File: src/rtl/sqrt_iter.sv
// Multi-cycle restoring square-root unit with valid/ready handshakes on both sides.
// Optional build macro SQRT_ROUND_EN rounds q to nearest; remainder is always from the floor root.
module sqrt_iter #(
    parameter int WIDTH = 16,
    parameter int STEPS = 1,
    localparam int QW = (WIDTH + 1) / 2,
    localparam int RW = QW + 1
) (
    input  logic          clk,
    input  logic          aclr,
    input  logic          ena,
    input  logic          in_valid,
    output logic          in_ready,
    input  logic [WIDTH-1:0] radical,
    output logic          out_valid,
    input  logic          out_ready,
    output logic [QW-1:0] q,
    output logic [RW-1:0] remainder,
    output logic          busy
);

    localparam int N  = QW / STEPS;
    localparam int CW = $clog2(N + 1);

    typedef enum logic [1:0] {IDLE, RUN, DONE} state_t;

    state_t          state, state_n;
    logic [2*QW-1:0] rad_reg, rad_n;
    logic [QW-1:0]   root_reg, root_n;
    logic [RW:0]     rem_reg, rem_n;
    logic [RW:0]     rem_sh, trial;
    logic [CW-1:0]   cnt;
    logic [QW-1:0]   q_load;
    logic            accept, last;

    assign in_ready  = (state == IDLE) || (state == DONE && out_ready);
    assign accept    = in_valid && in_ready && ena;
    assign out_valid = (state == DONE);
    assign busy      = (state == RUN);
    assign last      = (cnt == CW'(N - 1));

    always_comb begin
        state_n = state;
        case (state)
            IDLE:    if (accept) state_n = RUN;
            RUN:     if (last) state_n = DONE;
            DONE:    if (out_ready) state_n = accept ? RUN : IDLE;
            default: state_n = IDLE;
        endcase
    end

    // STEPS restoring iterations unrolled into one clock; the remainder is kept one bit
    // wider than RW so the shifted value never truncates before the compare.
    always_comb begin
        // NOTE: every variable gets a default before the loop so no latch is inferred.
        rad_n  = rad_reg;
        root_n = root_reg;
        rem_n  = rem_reg;
        rem_sh = '0;
        trial  = '0;
        for (int i = 0; i < STEPS; i++) begin
            rem_sh = {rem_n[RW-2:0], rad_n[2*QW-1 -: 2]};
            trial  = {root_n, 2'b01};
            rad_n  = rad_n << 2;
            if (rem_sh >= trial) begin
                rem_n  = rem_sh - trial;
                root_n = (root_n << 1) | QW'(1);
            end else begin
                rem_n  = rem_sh;
                root_n = root_n << 1;
            end
        end
    end

`ifdef SQRT_ROUND_EN
    always_comb begin
        q_load = root_n;
        if (rem_n[RW-1:0] > {1'b0, root_n} && !(&root_n))
            q_load = root_n + QW'(1);
    end
`else
    assign q_load = root_n;
`endif

    // NOTE: sequential state uses non-blocking assignments only.
    always_ff @(posedge clk or posedge aclr) begin
        if (aclr) begin
            state     <= IDLE;
            rad_reg   <= '0;
            root_reg  <= '0;
            rem_reg   <= '0;
            cnt       <= '0;
            q         <= '0;
            remainder <= '0;
        end else if (ena) begin
            state <= state_n;
            if (accept) begin
                rad_reg  <= (2*QW)'(radical);
                root_reg <= '0;
                rem_reg  <= '0;
                cnt      <= '0;
            end else if (state == RUN) begin
                rad_reg  <= rad_n;
                root_reg <= root_n;
                rem_reg  <= rem_n;
                cnt      <= cnt + CW'(1);
                if (last) begin
                    q         <= q_load;
                    remainder <= rem_n[RW-1:0];
                end
            end
        end
    end

endmodule

File: config.mk
export PLATFORM = sky130hd
export DESIGN_NAME = sqrt_iter
export DESIGN_NICKNAME = d
export VERILOG_FILES = /design/src/rtl/sqrt_iter.sv
export SDC_FILE = /design/constraint.sdc
export NUM_CORES = 1
export LEC_CHECK = 0
export CAP_MARGIN = 20
export CORE_UTILIZATION = 35
export CTS_CLUSTER_DIAMETER = 60
export DETAILED_ROUTE_END_ITERATION = 12
export PLACE_DENSITY = 0.64
export SYNTH_ARGS = -nofsm -noshare
export SYNTH_HDL_FRONTEND = slang
export SYNTH_SLANG_ARGS = --single-unit
File: constraint.sdc
create_clock -name clk -period 2 [get_ports clk]
set_clock_uncertainty 0.15 [all_clocks]
set_input_delay 0.2 -clock clk [delete_from_list [all_inputs] [get_ports clk]]
set_output_delay 0.2 -clock clk [all_outputs]
set_load 0.03 [all_outputs]
# Word level (Yosys, flattened, before mapping)
# Index checks and enable logic that the tools add are counted.
[totals]
word_cells = 41
memories = 0
ramBits = 0
reg_bits = 55
output_inout_bits = 20
rom_bits = 0
in_bits = 21
latch_bits = 0
[op_classes]
reduce_logical = 9
multipliers = 0
div = 0
magnitude_cmp = 1
addsub = 2
mux = 15
eq_ne = 6
bitwise_logic = 1
n_shift = 0
[ops]
columns = ["op", "count"]
rows = [
  ["16-bit two-way mux", 2],
  ["8-bit two-way mux", 4],
  ["10-bit >= comparator", 1],
  ["9-bit two-way mux", 1],
  ["9-bit subtractor", 1],
  ["4-bit two-way mux", 2],
  ["4-bit AND reduction", 2],
  ["2-bit two-way mux", 3],
  ["2-bit one-hot mux with 3 select lines", 1],
  ["4-bit by 1-bit adder with 4-bit output, second input constant", 1],
  ["4-bit by 3-bit == test with 1-bit output, second input constant", 1],
  ["2-bit by 1-bit inequality test with 1-bit output, second input constant", 2],
  ["1-bit logical AND", 3],
  ["2-bit by 1-bit == test with 1-bit output, second input constant", 1],
  ["2-bit == test, second input constant", 1],
  ["2-bit zero test", 1],
  ["1-bit two-way mux", 2],
  ["2-bit inequality test, second input constant", 1],
  ["2-bit AND reduction", 1],
  ["2-bit nonzero test", 1],
  ["1-bit logical OR", 1],
  ["1-bit inverter", 1],
]

# Depth between registers and ports, before layout
[depth]
word_depth = 8
mapped_depth = 8
depth_no_buf = 7

# Least setup slack after synthesis
# Ideal clock, no wire load.
[synth_timing]
kind = "reg-to-reg"
from = "reg rad_reg[14]"
to = "reg remainder[6]"
t_arrival_ps = 1771
required_time_ps = 1719
setup_slack_ps = -52
path_buffers = 1
period_less_slack_ps = 2052
stages_incl_launch_ff = 9
setup_ps = 131
path_cell_list = "dfrtp_1 inv_1 ha_1 and2b_1 o22ai_2 a311o_4 buf_6 a41oi_2 o31ai_1"
[synth_via]
elab_chain_len = 2
word_cells_on_any_way = 3
cone_classes = "add/sub: 1; order compare: 1; mux: 1"
[synth_lines]
columns = ["element", "line", "source"]
rows = [
  ["start, declared", "28", "logic [2*QW-1:0] rad_reg, rad_n;"],
  ["start signal, assigned", "98", "rad_reg <= (2*QW)'(radical);"],
  ["start signal, assigned", "103", "rad_reg <= rad_n;"],
  ["9-bit subtractor or 10-bit >= comparator (tied branches)", "66, 65", ""],
  ["9-bit two-way mux *", "65", "if (rem_sh >= trial) begin"],
  ["end signal, assigned", "109", "remainder <= rem_n[RW-1:0];"],
  ["end, declared", "18", "output logic [RW-1:0] remainder,"],
]
# Every way passes the cells marked *; elsewhere a longest branch is shown, timed or not.
# A chain may end at the register's enable or synchronous reset.

# Worst setup path in the final report
[layout_timing]
from = "reg root_reg[0]"
to = "reg rem_reg[0]"
[layout_via]
elab_chain_len = 4
[layout_lines]
columns = ["element", "line", "source"]
rows = [
  ["start, declared", "29", "logic [QW-1:0] root_reg, root_n;"],
  ["start signal, assigned", "104", "root_reg <= root_n;"],
  ["10-bit >= comparator", "65", ""],
  ["9-bit two-way mux", "65", ""],
  ["8-bit two-way mux", "102", "end else if (state == RUN) begin"],
  ["8-bit two-way mux", "97", "if (accept) begin"],
  ["end signal, assigned", "105", "rem_reg <= rem_n;"],
  ["end, declared", "30", "logic [RW:0] rem_reg, rem_n;"],
]
# No other way between the ends. The select of a mux whose other input is x is not followed.

==> flow_summary.ini <==
[finish]
layout.nets = 420
area_delta_synth_final_pct = 40.32
layout-drive-gt1-share_pct = 26.10
num_antenna_cells = 0
utilization_pct = 51.47
final_cell_count_no_fill = 489
largest_register_ffs = 16
design_area_um2 = 4019

[run]
drv_cap = 0

[setup_path]
crit_path_cell_trace = inv_2, ha_4, and2b_2, o22ai_4, a311oi_2, buf_4, nor3_4, o31ai_2
worst-path-max-fanout = 8
cp.arrival_ps = 2200
cp-end-kind = flip-flop
required_ps = 2080
cp_slowest_stage_delay_ps = 400
cp-start-kind = flip-flop
rr_worst_depth = 8
crit-reg2reg-launch = root_reg[0]
timing.rr.end = rem_reg[0]
reg2reg_slack_ps = -130
crit_slowest_cell = a311oi_2
path_class = reg2reg

[logic_synthesis]
synth-edff-count = 0
synthCells = 305
syn-num-nets = 337
ys_top_cells_by_count = dfrtp_1, nand2_1, o21ai_0, inv_1, nor2_1
synth_top_area_share_pct = 48.06
seq_area_frac_synth_pct = 48.06
syn_area_um2 = 2864
yosysMostFrequentCell = dfrtp_1
ys_warn_count = 0
synth_flop_cell = dfrtp_1
syn_area_per_cell_um2 = 9.390
async_reset_ff_share_pct = 100.0
synth_top_area_cell = dfrtp_1
ys_seq_elements = 55
ys_top_cells_by_area = dfrtp_1, nand2_1, o21ai_0, ha_1, a222oi_1
netlist-cell-type-count = 45

[clock_tree]
cts_tree = done
clkSlewWorstSetupHoldPaths_ps = 100
cts_buffer_depth = 2
clock_latency_ps = 310
numCtsBuffers = 5
htreeDepth = 2
cts_root_buf = clkbuf_8
cts.sink_count = 55

[floorplanning]
start_util_pct = 36.68
pin_count = 41
dieHeight_um = 92.46
core_region_area_um2 = 7807
die_x_um = 92.46
die_area_um2 = 8549
num_rows = 32

[global_route]
grt.overflow.total = 0
grt_use_total_pct = 18.79
antenna_found_initial = 0
grt_pass1_vias = 2503
grt_pass1_wl_um = 12590
grt_max_degree = 56

[timing]
hold_viol = 0
min_period_ps = 2127
max-slew-margin-rel_pct = 67.23
fmax_mhz = 470.2
setup_viol = 18
tightestPinTransition_ps = 491.5
fin_ws_ps = -126.8
fin_crit_sh_pct = 106.3
fin_tns_setup_ps = -938.6
rsz0062_at_grt = true
drv_slew = 0

[route]
drtIter0Drc = 233
ant_nets = 0
drc = 0
first_pass_iters = 4
via_per_inst = 5.309
num_vias = 2596
wl_per_cell_um = 16.02
routed_wl_um = 7835

[run_status]
violations = negative setup slack
status = complete, but fails checks

[placed_design]
placed_cell_area_um2 = 3702
portBuffers = 40
dp_hpwl_um = 5273
place_congestion = 0.8778
dp_cells = 475

[power_and_ir_drop]
p_per_area_nw_per_um2 = 1981
p_leak_uw = 0.001784
ir_drop_uv = 642.5

[hold_path]
hp-class = in2async
==> repair_timing <==
action	4_1_cts	5_1_grt
buffers inserted	0	7
gates resized for setup	14	28
gates cloned	1	0
setup endpoints to repair	21	19
pin swaps	9	25
hold buffers	0	0
==> metal layers <==
metal / vias to the layer above / track usage [%] / part of all wire [%]
li1: 1263 / - / -
met3: 10 / 2.381 / 6.1
met2: 77 / 30.49 / 47
met5: - / 0 / 0
met1: 1246 / 25.91 / 45
met4: 0 / 6.120 / 1.8
==> through the flow <==
step | hold WS (ps) | power [uW] | worst slack (ps)
floorplan | 166.8 | 4644 | 21.45
global placement | 310.2 | 6338 | -133.7
detailed placement | 317.4 | 6397 | -179.4
CTS | 121.2 | 7243 | -78.46
global route | 138.2 | 8516 | -185.0
finish | 114.0 | 7961 | -126.8
==> worst max path at each step <==
stage	start	slack, ps	depth (start not counted)	to
2_1_floorplan	rem_reg[0]	20	6	rem_reg[7]
5_1_grt	root_reg[3]	-180	8	rem_reg[0]
3_5_place_dp	root_reg[1]	-180	7	remainder[1]
3_3_place_gp	root_reg[1]	-130	7	remainder[8]
4_1_cts	rem_reg[6]	-80	5	remainder[8]
6_report	root_reg[0]	-130	8	rem_reg[0]
==> critical path: cells and delay by family, from the launching register on <==
family	cells	cell delay, ps
buf+inv	2	310
simple gates	2	230
fa+ha+maj	1	270
compound gates	3	690
flops	1	390
==> where the power goes <==
group	internal, uW	leakage, uW	switching (uW)
registers	1590	0.000717	340
logic	2570	0.00103	2870
clock network	234	0.0000361	366
total	4390	0.00178	3570
==> area by class of cell <==
type,instances,area (um^2)
Fill cell,724,3789
Sequential cell,55,1378
Tap cell,102,127.6
Timing Repair Buffer,94,849.6
Clock buffer,5,68.82
Inverter,23,86.33
Clock inverter,1,7.507
Multi-Input combinational cell,209,1501
==> logic make-up after synthesis <==
family / share of synthesized area [%]
adders and majority gates: 4.806
AOI/OAI and AO/OA: 21.10
xor gates and xnor gates: 2.141
and+or+nand+nor: 17.30
muxes: 0.3495
buffers and inverters: 6.247
DFF: 48.06
==> placed cells by master (no fill, tap or decap), types with 6 or more instances in the layout <==
cell type,instances
a222oi_1,11
buf_4,49
clkdlybuf4s50_1,37
dfrtp_1,54
inv_1,17
inv_2,6
nand2_1,46
nand3_1,13
nand4_1,9
nor2_1,15
o21ai_0,26
Power figures use the tool's default switching activity.
